$ cat src/rtl/acia_poll_sequencer.sv
// Polling sequencer for a 2-register 6850-style ACIA: drains RX bytes into a FIFO, feeds TX bytes on TDRE.
// Optional local echo of received bytes into the TX FIFO: define ACIA_SEQ_ECHO_EN.

module acia_seq_fifo #(
  parameter int DEPTH = 8
) (
  input  logic       clk,
  input  logic       reset,
  input  logic       push,
  input  logic [7:0] push_data,
  input  logic       pop,
  output logic [7:0] head,
  output logic       empty,
  output logic       full
);
  localparam int AW = $clog2(DEPTH);

  logic [7:0]  mem [DEPTH];
  logic [AW:0] wr_ptr_reg;
  logic [AW:0] rd_ptr_reg;
  logic [AW:0] wr_ptr_next;
  logic [AW:0] rd_ptr_next;
  logic [7:0]  head_reg;
  logic        push_ok;
  logic        pop_ok;

  assign empty       = (wr_ptr_reg == rd_ptr_reg);
  assign full        = (wr_ptr_reg[AW] != rd_ptr_reg[AW]) &&
                       (wr_ptr_reg[AW-1:0] == rd_ptr_reg[AW-1:0]);
  assign pop_ok      = pop && !empty;
  assign push_ok     = push && (!full || pop_ok);
  assign wr_ptr_next = wr_ptr_reg + {{AW{1'b0}}, push_ok};
  assign rd_ptr_next = rd_ptr_reg + {{AW{1'b0}}, pop_ok};
  assign head        = head_reg;

  always_ff @(posedge clk) begin
    if (push_ok) begin
      mem[wr_ptr_reg[AW-1:0]] <= push_data;
    end
  end

  // Head is a registered read of the next read slot; a write into that same slot bypasses the array.
  always_ff @(posedge clk) begin
    if (reset) begin
      wr_ptr_reg <= '0;
      rd_ptr_reg <= '0;
      head_reg   <= '0;
    end else begin
      wr_ptr_reg <= wr_ptr_next;
      rd_ptr_reg <= rd_ptr_next;
      if (push_ok && (rd_ptr_next[AW-1:0] == wr_ptr_reg[AW-1:0])) begin
        head_reg <= push_data;
      end else begin
        head_reg <= mem[rd_ptr_next[AW-1:0]];
      end
    end
  end
endmodule

module acia_poll_sequencer #(
  parameter int FIFO_DEPTH = 8,
  parameter int POLL_GAP   = 4
) (
  input  logic       clk,
  input  logic       reset,
  output logic       acia_addr,
  output logic       acia_rd,
  output logic       acia_we,
  output logic [7:0] acia_wdata,
  input  logic [7:0] acia_rdata,
  input  logic [7:0] tx_data,
  input  logic       tx_valid,
  output logic       tx_ready,
  output logic [7:0] rx_data,
  output logic       rx_valid,
  input  logic       rx_ready,
  output logic       busy
);
  localparam int GAP_W = (POLL_GAP > 0) ? $clog2(POLL_GAP + 1) : 1;
  localparam logic [GAP_W-1:0] GAP_RELOAD = GAP_W'(POLL_GAP);

  typedef enum logic [2:0] {
    IDLE,
    POLL,
    SCAP,
    RXRD,
    RXCAP,
    TXWR
  } state_t;

  state_t           state_reg;
  logic [GAP_W-1:0] gap_reg;
  logic             acia_addr_reg;
  logic             acia_rd_reg;
  logic             acia_we_reg;
  logic [7:0]       acia_wdata_reg;

  logic       rx_push;
  logic       rx_pop;
  logic       rx_full;
  logic       rx_empty;
  logic       tx_push;
  logic       tx_pop;
  logic       tx_full;
  logic       tx_empty;
  logic [7:0] tx_head;
  logic [7:0] tx_push_data;
  logic       go_rx;
  logic       go_tx;
  logic       reload;

  assign acia_addr  = acia_addr_reg;
  assign acia_rd    = acia_rd_reg;
  assign acia_we    = acia_we_reg;
  assign acia_wdata = acia_wdata_reg;
  assign busy       = (state_reg != IDLE);
  assign rx_valid   = !rx_empty;

  // Status decision: RX drain first so the ACIA receiver never overruns.
  assign go_rx  = acia_rdata[0] && !rx_full;
  assign go_tx  = acia_rdata[1] && !tx_empty;
  assign reload = (state_reg == RXCAP) || (state_reg == TXWR) ||
                  ((state_reg == SCAP) && !go_rx && !go_tx);

  assign rx_push = (state_reg == RXCAP);
  assign rx_pop  = rx_valid && rx_ready;
  assign tx_pop  = (state_reg == TXWR);

`ifdef ACIA_SEQ_ECHO_EN
  logic echo_push;

  // The echo owns the TX write port during RXCAP; it is silently dropped when the TX FIFO is full.
  assign echo_push    = (state_reg == RXCAP) && !tx_full;
  assign tx_ready     = !tx_full && (state_reg != RXCAP);
  assign tx_push      = echo_push || (tx_valid && tx_ready);
  assign tx_push_data = echo_push ? acia_rdata : tx_data;
`else
  assign tx_ready     = !tx_full;
  assign tx_push      = tx_valid && tx_ready;
  assign tx_push_data = tx_data;
`endif

  acia_seq_fifo #(
    .DEPTH(FIFO_DEPTH)
  ) u_rx_fifo (
    .clk      (clk),
    .reset    (reset),
    .push     (rx_push),
    .push_data(acia_rdata),
    .pop      (rx_pop),
    .head     (rx_data),
    .empty    (rx_empty),
    .full     (rx_full)
  );

  acia_seq_fifo #(
    .DEPTH(FIFO_DEPTH)
  ) u_tx_fifo (
    .clk      (clk),
    .reset    (reset),
    .push     (tx_push),
    .push_data(tx_push_data),
    .pop      (tx_pop),
    .head     (tx_head),
    .empty    (tx_empty),
    .full     (tx_full)
  );

  always_ff @(posedge clk) begin
    if (reset) begin
      state_reg      <= IDLE;
      gap_reg        <= GAP_RELOAD;
      acia_addr_reg  <= 1'b0;
      acia_rd_reg    <= 1'b0;
      acia_we_reg    <= 1'b0;
      acia_wdata_reg <= 8'h00;
    end else begin
      acia_rd_reg <= 1'b0;
      acia_we_reg <= 1'b0;
      case (state_reg)
        IDLE: begin
          if (gap_reg <= GAP_W'(1)) begin
            state_reg     <= POLL;
            gap_reg       <= '0;
            acia_addr_reg <= 1'b0;
            acia_rd_reg   <= 1'b1;
          end else begin
            gap_reg <= gap_reg - GAP_W'(1);
          end
        end
        POLL: state_reg <= SCAP;
        SCAP: begin
          if (go_rx) begin
            state_reg     <= RXRD;
            acia_addr_reg <= 1'b1;
            acia_rd_reg   <= 1'b1;
          end else if (go_tx) begin
            state_reg      <= TXWR;
            acia_addr_reg  <= 1'b1;
            acia_we_reg    <= 1'b1;
            acia_wdata_reg <= tx_head;
          end
        end
        RXRD:    state_reg <= RXCAP;
        default: state_reg <= state_reg;
      endcase

      // A zero gap skips IDLE entirely so polls run back to back.
      if (reload) begin
        if (POLL_GAP == 0) begin
          state_reg     <= POLL;
          acia_addr_reg <= 1'b0;
          acia_rd_reg   <= 1'b1;
        end else begin
          state_reg <= IDLE;
          gap_reg   <= GAP_RELOAD;
        end
      end
    end
  end
endmodule

$ cat config.mk
export PLATFORM = sky130hd
export DESIGN_NAME = acia_poll_sequencer
export DESIGN_NICKNAME = d
export VERILOG_FILES = /design/src/rtl/acia_poll_sequencer.sv
export SDC_FILE = /design/constraint.sdc
export NUM_CORES = 1
export LEC_CHECK = 0
export BUFFER_PORTS_ARGS = -buffer_cell sky130_fd_sc_hd__buf_2
export CAP_MARGIN = 30
export CELL_PAD_IN_SITES_DETAIL_PLACEMENT = 1
export CELL_PAD_IN_SITES_GLOBAL_PLACEMENT = 1
export CORE_ASPECT_RATIO = 0.5
export CORE_MARGIN = 2
export CORE_UTILIZATION = 41
export DETAILED_ROUTE_END_ITERATION = 10
export PLACE_DENSITY_LB_ADDON = 0.1
export SKIP_LAST_GASP = 1
export SYNTH_ARGS = -nofsm -noshare
export SYNTH_HDL_FRONTEND = slang
export SYNTH_SLANG_ARGS = --single-unit
export TNS_END_PERCENT = 50
$ cat constraint.sdc
create_clock -name clk -period 4.71 [get_ports clk]
set_clock_uncertainty 0.15 [all_clocks]
set_input_delay 0.471 -clock clk [delete_from_list [all_inputs] [get_ports clk]]
set_output_delay 0.471 -clock clk [all_outputs]
set_load 0.01 [all_outputs]
==> results of run 1 <==
-- cell usage after synthesis (all sizes together) (5+ instances only) --
cell type / n
nor3: 9
dfxtp: 49
buf: 14
and2: 5
nor4b: 5
nor2b: 16
edfxtp: 128
a211oi: 18
o2111a: 9
mux4: 32
mux2i: 16
nand3: 6
inv: 23
xnor2: 6
nand2: 25
ha: 10
nor2: 15
a221oi: 8
clkbuf: 16
xor2: 14
-- area by class of cell --
type                    instances  area [um^2]  share of cell area [%]
inverters                      23         86.3                    1.02
well taps                     234          293                    3.47
flip-flops and latches        177         4820                    57.1
repair buffers                 64          382                    4.52
clock inverters                12         98.8                    1.17
clock buffers                  20          457                    5.41
multi-input cells             233         2310                    27.3
-- final timing paths --
kind                                 startpoint                            end  slack, ps  depth (start not counted)
max          u_tx_fifo.wr_ptr_reg[2]$_SDFF_PP0_   u_tx_fifo.head[4]$_SDFF_PP0_       1190                          9
min                               acia_rdata[2]  u_rx_fifo.mem[4][2]$_DFFE_PP_        180                          1
max reg2reg  u_tx_fifo.wr_ptr_reg[2]$_SDFF_PP0_   u_tx_fifo.head[4]$_SDFF_PP0_       1190                          9
min reg2reg        u_tx_fifo.head[6]$_SDFF_PP0_     acia_wdata[6]$_SDFFE_PP0P_        290                          2
-- critical path, cell delays in order, from the launching register on --
cell and delay [ps]:
dfxtp_1 530, xnor2_1 210, nand4b_1 240, and4b_1 260, ha_1 640, buf_4 340
mux4_2 530, nor2b_1 140, a221oi_1 220, a211oi_1 80
-- cells by family after synthesis --
kind of cell | share of synthesized area, %
flops | 65.8
simple gates | 7.34
compound gates | 6.86
buf+inv | 3.19
mux | 12.0
xor+xnor | 3.04
fa+ha+maj | 1.71
-- stage by stage --
step / cells / util [%] / power, mW
after floorplan: 463 / - / 1.98
after global placement: 728 / 45.1 / 2.08
after detailed placement: 729 / 45.2 / 2.08
after CTS: 761 / 48.4 / 3.42
after global routing: 763 / 48.4 / 3.53
final: 763 / 48.4 / 3.37
-- power by group --
group / internal [mW] / switching (mW) / total, mW
clock: 0.714 / 0.621 / 1.33
sequential: 1.72 / 0.0401 / 1.76
combinational: 0.124 / 0.158 / 0.281
total: 2.56 / 0.819 / 3.37
-- per-layer routing --
metal / vias up / routed length [um] / GRT usage (%)
met5: - / 0 / 0
met4: 0 / 190 / 6.18
met3: 14 / 559 / 4.38
met2: 60 / 7420 / 29.0
met1: 2082 / 7360 / 24.0
li1: 1896 / - / -
==> flow_metrics.tcl, run 1 <==
set metrics [dict create \
    synth_area_per_cell_um2 15.8 \
    hold_violations 0 \
    wl_um 15500 \
    cts_tree "done" \
    dpl_cell_area_um2 7880 \
    hp-class "primary input to flip-flop" \
    ys_warn_count 0 \
    setup-tns-final_ps 0 \
    antenna_left 0 \
    die_area_um2 19000 \
    area_growth_pct 15.3 \
    critPathLaunchType "flip-flop" \
    ys_seq_elements 177 \
    crit_type "flip-flop to flip-flop" \
    antenna_cells 0 \
    cts_setup_buffers 0 \
    slew-limit-headroom_pct 34.1 \
    cts_max_level 4 \
    final_cell_mix "edfxtp_1 (128), dfxtp_1 (49), buf_2 (41)" \
    synth_nets 493 \
    synth_area_leaders "edfxtp_1 (52%), dfxtp_1 (13%), mux4_2 (9.8%)" \
    cellPowerDensity_nw_per_um2 399 \
    cp_max_fo 10 \
    drc 0 \
    ys_seq_area_share_pct 65.8 \
    synth_area_leader_cell "edfxtp_1" \
    core_um2 17400 \
    ir_drop_mv 0.256 \
    place_worst_setup_slack_ps 1120 \
    grt_max_degree 37 \
    maxSlewViolCount 0 \
    hold_buffers 0 \
    grt_pass1_wl_um 24900 \
    cts.sink_count 177 \
    via_per_inst 5.31 \
    fillCellCount 1714 \
    initial_utilization_pct 42.0 \
    dpl.hpwl_um 9670 \
    synthArstFlopShare_pct 0 \
    finalSetupViolCount 0 \
    clk_pin_slew_ps 70 \
    netlist.area_leader.share_pct 52.5 \
    vias 4052 \
    clockBufferDepth 2 \
    finalCritPeriodShare_pct 74.7 \
    synthFlopType "edfxtp_1" \
    syn_area_um2 7330 \
    port_buffers 41 \
    drive_gt1_share_pct 28.5 \
    wl_per_cell_um 20.3 \
    cap_violations 0 \
    drt-initial-drc-count 196 \
    synth_edf_count 128 \
    cts.repair.resized 0 \
    drtPass1Iterations 6 \
    die_x_um 193 \
    nets 546 \
    postSynthCellCount 463 \
    final_area_um2 8450 \
    fp.dieH_um 98.5 \
    hold_slack_ps 182 \
    gp_congestion 0.751 \
    cts_buffers 17 \
    grt.overflow.total 0 \
    p_leak_nw 2.98 \
    final_common_cell "edfxtp_1" \
    setup_slack_ps 1190 \
    cts_root_buffer "clkbuf_16" \
    antenna_found_initial 0 \
    status "complete, no violations" \
    core.rowCount 34 \
    ioPinCount 42 \
    insertion_delay_ps 430 \
    critPathCaptureType "flip-flop" \
    grt_pass1_vias 4279 \
    worst_ep_arrival_time_ps 3640 \
    cp.required_ps 4830 \
    grt_usage_pct 18.0 \
    rsz0062_at_grt "no" \
    fin_crit_ps 3520 \
    tightest_slew_ps 985 \
    timing.fmax_mhz 284 \
    synth.distinct_cells 50 \
]
Power figures use the tool's default switching activity.
==> inputs of run 2 (changes only) <==
Settings changed: ABC_AREA set to 1.
Clock period 4.71 ns to 3.6 ns, I/O delays scaled along.
==> run 2 against run 1 <==
Net effect: non-clock buffer count rose by 1; worst hold slack lost 110 ps; first-iteration DRC count increased by 23%; critical path depth rose by 8; global-route usage rose by 2.4 points; cell count increased by 36%; final area rose by 0.59%; critical endpoint is now u_tx_fifo.head[0]$_SDFF_PP0_.
==> flow_metrics.tcl, run 2 <==
set metrics [dict create \
    synth_most_common_cell "nand2_1" \
    cp_max_fo 18 \
    cp.required_ps 3800 \
    drc 0 \
    initial_utilization_pct 42.2 \
    nets 824 \
    r2r_cells 17 \
    synthArstFlopShare_pct 0 \
    status "complete, no violations" \
    slew-limit-headroom_pct 35.2 \
    finalCritPeriodShare_pct 88.2 \
    ioPinCount 42 \
    antenna_found_initial 0 \
    cap_violations 0 \
    rsz0062_at_grt "no" \
    ys_seq_area_share_pct 65.4 \
    tightest_slew_ps 969 \
    final_common_cell "nand2_1" \
    gp_congestion 0.776 \
    grt.overflow.total 0 \
    synthFlopType "edfxtp_1" \
    cts.sink_count 177 \
    setup-tns-final_ps 0 \
    cts_setup_buffers 0 \
    postSynthCellCount 738 \
    die_area_um2 19100 \
    hold_slack_ps 73.5 \
    cts.repair.resized 0 \
    ys_warn_count 0 \
    p_int_mw 3.44 \
    worst_path_most_repeated_cell "nand2_1" \
    max_stage_delay_ps 500 \
    cts_max_level 4 \
    clockBufferDepth 2 \
    grt_pass1_vias 5614 \
    grt_max_degree 27 \
    grt_pass1_wl_um 30000 \
    synth_area_leaders "edfxtp_1 (52%), dfxtp_1 (13%), nand2_1 (7.5%)" \
    cts_tree "done" \
    antenna_left 0 \
    fp.dieH_um 98.9 \
    vias 5242 \
    hold_buffers 0 \
    drtPass1Iterations 4 \
    area_growth_pct 15.2 \
    ir_drop_mv 0.363 \
    worst_ep_arrival_time_ps 3380 \
    switchingPower_mw 1.39 \
    finalSetupViolCount 0 \
    min-delay-start "acia_rdata[3]" \
    dpl.hpwl_um 12000 \
    r2r_slack_ps 420 \
    drive_gt1_share_pct 14.6 \
    die_x_um 194 \
    ys_seq_elements 177 \
    synth_edf_count 128 \
    netlist.area_leader.share_pct 52.1 \
    critPathLaunchType "flip-flop" \
    switching_share_pct 28.8 \
    cts_root_buffer "clkbuf_16" \
    grt_usage_pct 20.4 \
    wl_per_cell_um 17.3 \
    sequentialPowerShare_pct 48.2 \
    timing.fmax_mhz 315 \
    synth.distinct_cells 29 \
    whs_path_depth 1 \
    maxSlewViolCount 0 \
    crit_type "flip-flop to flip-flop" \
    hold_violations 0 \
    insertion_delay_ps 430 \
    core.rowCount 34 \
    cellPowerDensity_nw_per_um2 569 \
    p_leak_nw 3.45 \
    synthTopCellsByCount "nand2_1 (147), nor2_1 (136), edfxtp_1 (128)" \
    final_cell_mix "nand2_1 (147), nor2_1 (136), edfxtp_1 (128)" \
    hp-class "primary input to flip-flop" \
    core_um2 17500 \
    critical_path.cell_chain "inv_2 -> nand2_1 -> o21ai_1 -> nor2_1 -> nand2_1 -> and3_1 -> ha_1 -> ha_1 -> buf_4 -> o21ai_1 -> o21ai_1 -> inv_1 -> o21ai_0 -> inv_1 -> nand2_1 -> nand2_1 -> nor2_1" \
    synth_nets 768 \
    synth_area_leader_cell "edfxtp_1" \
    rr_startpoint "u_tx_fifo.wr_ptr_reg[1]$_SDFF_PP0_" \
    clk_pin_slew_ps 70 \
    whs_endpoint "u_rx_fifo.mem[0][3]$_DFFE_PP_" \
    fin_crit_ps 3180 \
    synth_area_per_cell_um2 10.0 \
    antenna_cells 0 \
    r2r-end "u_tx_fifo.head[0]$_SDFF_PP0_" \
    via_per_inst 5.04 \
    power_mw 4.83 \
    slowest_stage "dfxtp_1" \
    cts_buffers 17 \
    wl_um 18000 \
    port_buffers 41 \
    drt-initial-drc-count 241 \
    critPathCaptureType "flip-flop" \
    fillCellCount 1984 \
    pwr-share-clk_pct 37.1 \
    combPwrFrac_pct 14.7 \
    syn_area_um2 7380 \
]
==> run 2: changes by cell type in the layout (fill, tap and decap cells not counted), moves of 10 or more <==
cell / change
mux4_2: -32
o21ai_0: +45
o21ai_1: +25
nand2_1: +122
inv_1: +34
a211oi_1: -10
o22ai_1: +12
nor2_1: +121
nor2b_1: -15
mux2i_1: -16
xor2_1: -13
nand3_1: +48
==> run 2: power groups by stage <==
stage                     combinational [mW]  clock (mW)  sequential (mW)
final                                  0.711        1.79             2.33
after global routing                   0.833        1.92             2.34
after CTS                              0.725        1.84             2.33
after detailed placement               0.720           0             2.38
after global placement                 0.700           0             2.37
after floorplan                        0.476           0             2.38
==> run 2: cell families after synthesis <==
logic type,synth area share [%]
simple gates,19.6
xor+xnor,1.41
fa+ha+maj,1.70
compound gates,7.06
flops,65.4
buf+inv,4.87
==> run 2: how the worst max path moves through the flow <==
stage / slack, ps / cells after the start / startpoint / to
after CTS: 430 / 18 / u_tx_fifo.wr_ptr_reg[1]$_SDFF_PP0_ / u_tx_fifo.head[7]$_SDFF_PP0_
after floorplan: 780 / 15 / u_rx_fifo.wr_ptr_reg[2]$_SDFF_PP0_ / u_rx_fifo.head[1]$_SDFF_PP0_
after detailed placement: 450 / 17 / u_tx_fifo.wr_ptr_reg[1]$_SDFF_PP0_ / u_tx_fifo.head[0]$_SDFF_PP0_
final: 420 / 17 / u_tx_fifo.wr_ptr_reg[1]$_SDFF_PP0_ / u_tx_fifo.head[0]$_SDFF_PP0_
after global placement: 540 / 17 / u_tx_fifo.wr_ptr_reg[1]$_SDFF_PP0_ / u_tx_fifo.head[0]$_SDFF_PP0_
after global routing: 80 / 17 / u_tx_fifo.wr_ptr_reg[1]$_SDFF_PP0_ / u_tx_fifo.head[4]$_SDFF_PP0_
==> run 2: critical path, delay by kind of cell, from the launching register on <==
kind	cells	cell delay, ps
DFF	1	500
and+or+nand+nor	7	750
buffers and inverters	4	510
AOI/OAI and AO/OA	4	500
adders and majority gates	2	660
==> run 2: layout make-up <==
| class | count | area (um^2) | area share [%] |
|---|---|---|---|
| Clock buffer | 17 | 425 | 5.01 |
| Inverter | 64 | 240 | 2.83 |
| Clock inverter | 15 | 136 | 1.60 |
| Multi-Input combinational cell | 469 | 2190 | 25.8 |
| Sequential cell | 177 | 4820 | 56.8 |
| Tap cell | 234 | 293 | 3.45 |
| Timing Repair Buffer | 65 | 385 | 4.53 |
==> run 2: stage by stage <==
step           instance area (um^2)  setup slack (ps)  util (%)  std cells
3_5_place_dp                   7920               451      45.3       1007
4_1_cts                        8480               430      48.5       1039
3_3_place_gp                   7920               540      45.3       1007
6_report                       8500               425      48.6       1041
2_1_floorplan                  7380               779         -        738
5_1_grt                        8500              81.1      48.6       1041
==> run 2: per-layer routing <==
metal  up-vias  track usage [%]  part of all wire [%]
li1       2583                -                     -
met5         -                0                     0
met3        14             4.76                   2.5
met1      2595             25.8                    47
met4         0             5.75                  0.82
met2        50             35.4                    50
==> inputs of run 3 (changes only) <==
Settings changed: PLACE_DENSITY set to 0.7, PLACE_DENSITY_LB_ADDON 0.1 to not set.
==> run 3 against run 2 <==
Net effect: sequential power barely moved; non-clock buffer count fell by 5; clock power barely moved; utilization decreased by 0.28 points; combinational power is 2% lower; flip-flop and latch count unchanged; die area unchanged; total power decreased by 1.0%; wire length shrank 0.37%; largest cell class unchanged; largest power group unchanged; highest routed layer unchanged.
==> flow_metrics.tcl, run 3 (synthesis gave the netlist of run 2 again) <==
set metrics [dict create \
    gp_congestion 0.777 \
    cts_max_level 4 \
    route.met2.wl_um 8910 \
    wl_um 17900 \
    worst_path_most_repeated_cell "nand2_1" \
    cts_setup_buffers 0 \
    grt_max_degree 34 \
    cp_top_family "simple AND/OR/NAND/NOR gates" \
    grt_pass1_vias 5529 \
    cap_violations 0 \
    drc 0 \
    wl_met3_um 483 \
    power_mw 4.79 \
    r2r_slack_ps 310 \
    finalCritPeriodShare_pct 91.5 \
    p_leak_nw 3.42 \
    r2r_cells 14 \
    cts.sink_count 177 \
    ioPinCount 42 \
    cp.required_ps 3780 \
    grt_pass1_wl_um 29200 \
    initial_utilization_pct 42.2 \
    rsz0062_at_grt "no" \
    clockBufferDepth 2 \
    cellPowerDensity_nw_per_um2 566 \
    combPwrFrac_pct 14.6 \
    via_per_inst 5.03 \
    area_growth_pct 14.5 \
    switching_share_pct 28.0 \
    slew-limit-headroom_pct 31.1 \
    vias 5208 \
    core_um2 17500 \
    antenna_cells 0 \
    rr_startpoint "u_rx_fifo.rd_ptr_reg[2]$_SDFF_PP0_" \
    critPathCaptureType "flip-flop" \
    cts_buffers 17 \
    r2r-end "u_rx_fifo.head[2]$_SDFF_PP0_" \
    die_area_um2 19100 \
    antenna_left 0 \
    antenna_found_initial 0 \
    min-delay-start "acia_rdata[4]" \
    cts_tree "done" \
    fp.dieH_um 98.9 \
    setup-tns-final_ps 0 \
    die_x_um 194 \
    ir_drop_mv 0.349 \
    whs_endpoint "u_rx_fifo.mem[0][4]$_DFFE_PP_" \
    cts.repair.resized 0 \
    tightest_slew_ps 1030 \
    routed.top_layer "met4" \
    finalSetupViolCount 0 \
    clk_pin_slew_ps 70 \
    sequentialPowerShare_pct 48.6 \
    drive_gt1_share_pct 14.0 \
    startpoint "u_rx_fifo.rd_ptr_reg[2]$_SDFF_PP0_" \
    max_stage_delay_ps 570 \
    cts_root_buffer "clkbuf_16" \
    wl_met1_um 8290 \
    fin_crit_ps 3290 \
    hold_violations 0 \
    critical_path.cell_chain "nand2_1 -> nand2_1 -> nand2_1 -> nor2b_1 -> a21oi_1 -> ha_1 -> ha_1 -> inv_2 -> nand2_1 -> nand4_1 -> a21oi_4 -> nand3_4 -> o21ai_1 -> nor2_1" \
    port_buffers 41 \
    insertion_delay_ps 430 \
    status "complete, no violations" \
    p_int_mw 3.45 \
    maxSlewViolCount 0 \
    final_cell_mix "nand2_1 (147), nor2_1 (136), edfxtp_1 (128)" \
    critPathLaunchType "flip-flop" \
    grt.overflow.total 0 \
    slowest_stage "ha_1" \
    whs_path_depth 1 \
    drtPass1Iterations 4 \
    pwr-share-clk_pct 36.8 \
    cp_max_fo 16 \
    switchingPower_mw 1.34 \
    nets 819 \
    worstPathBufferInverterCount 1 \
    timing.fmax_mhz 304 \
    drt-initial-drc-count 307 \
    dpl.hpwl_um 11500 \
    worst_ep_arrival_time_ps 3470 \
    hp-class "primary input to flip-flop" \
    crit_type "flip-flop to flip-flop" \
    hold_buffers 0 \
    final_common_cell "nand2_1" \
    wl_per_cell_um 17.3 \
    grt_usage_pct 20.0 \
    core.rowCount 34 \
]
-- run 3: worst max path at each step --
stage | endpoint | cells past startpoint
floorplan | u_rx_fifo.head[1]$_SDFF_PP0_ | 15
global placement | u_rx_fifo.head[2]$_SDFF_PP0_ | 14
detailed placement | u_rx_fifo.head[0]$_SDFF_PP0_ | 14
CTS | u_rx_fifo.head[2]$_SDFF_PP0_ | 14
global route | u_rx_fifo.head[0]$_SDFF_PP0_ | 14
finish | u_rx_fifo.head[2]$_SDFF_PP0_ | 14
-- run 3: routing by layer --
layer / vias to the layer above / track usage (%)
li1: 2563 / -
met1: 2566 / 24.5
met2: 55 / 35.6
met3: 24 / 4.21
met4: 0 / 6.34
met5: - / 0
-- run 3: power by group through the flow --
stage | Clock (mW) | Combinational (mW) | Sequential, mW
2_1_floorplan | 0 | 0.476 | 2.38
4_1_cts | 1.79 | 0.710 | 2.33
5_1_grt | 1.87 | 0.802 | 2.34
6_report | 1.76 | 0.697 | 2.33
3_3_place_gp | 0 | 0.683 | 2.37
3_5_place_dp | 0 | 0.704 | 2.37
-- run 3: layout make-up --
cell class                      count  area, um^2
Fill cell                        1944        9030
Sequential cell                   177        4820
Multi-Input combinational cell    469        2190
Clock buffer                       19         454
Timing Repair Buffer               60         348
Tap cell                          234         293
Inverter                           64         240
Clock inverter                     13        96.3
-- run 3: per-stage QoR --
| step | hold WS [ps] | worst slack (ps) | cells | util, % | cell area, um^2 |
|---|---|---|---|---|---|
| floorplan | 279 | 779 | 738 | - | 7380 |
| global placement | 297 | 459 | 1004 | 45.2 | 7900 |
| detailed placement | 306 | 307 | 1004 | 45.2 | 7900 |
| CTS | 59.4 | 282 | 1036 | 48.3 | 8450 |
| global route | 67.1 | 73.6 | 1036 | 48.3 | 8450 |
| finish | 70.3 | 305 | 1036 | 48.3 | 8450 |
-- run 3: worst reg2reg max path: stages, from the launching register on --
cell	delay, ps
dfxtp_1	540
nand2_1	100
nand2_1	100
nand2_1	60
nor2b_1	190
a21oi_1	100
ha_1	220
ha_1	570
inv_2	210
nand2_1	110
nand4_1	140
a21oi_4	170
nand3_4	260
o21ai_1	210
nor2_1	50
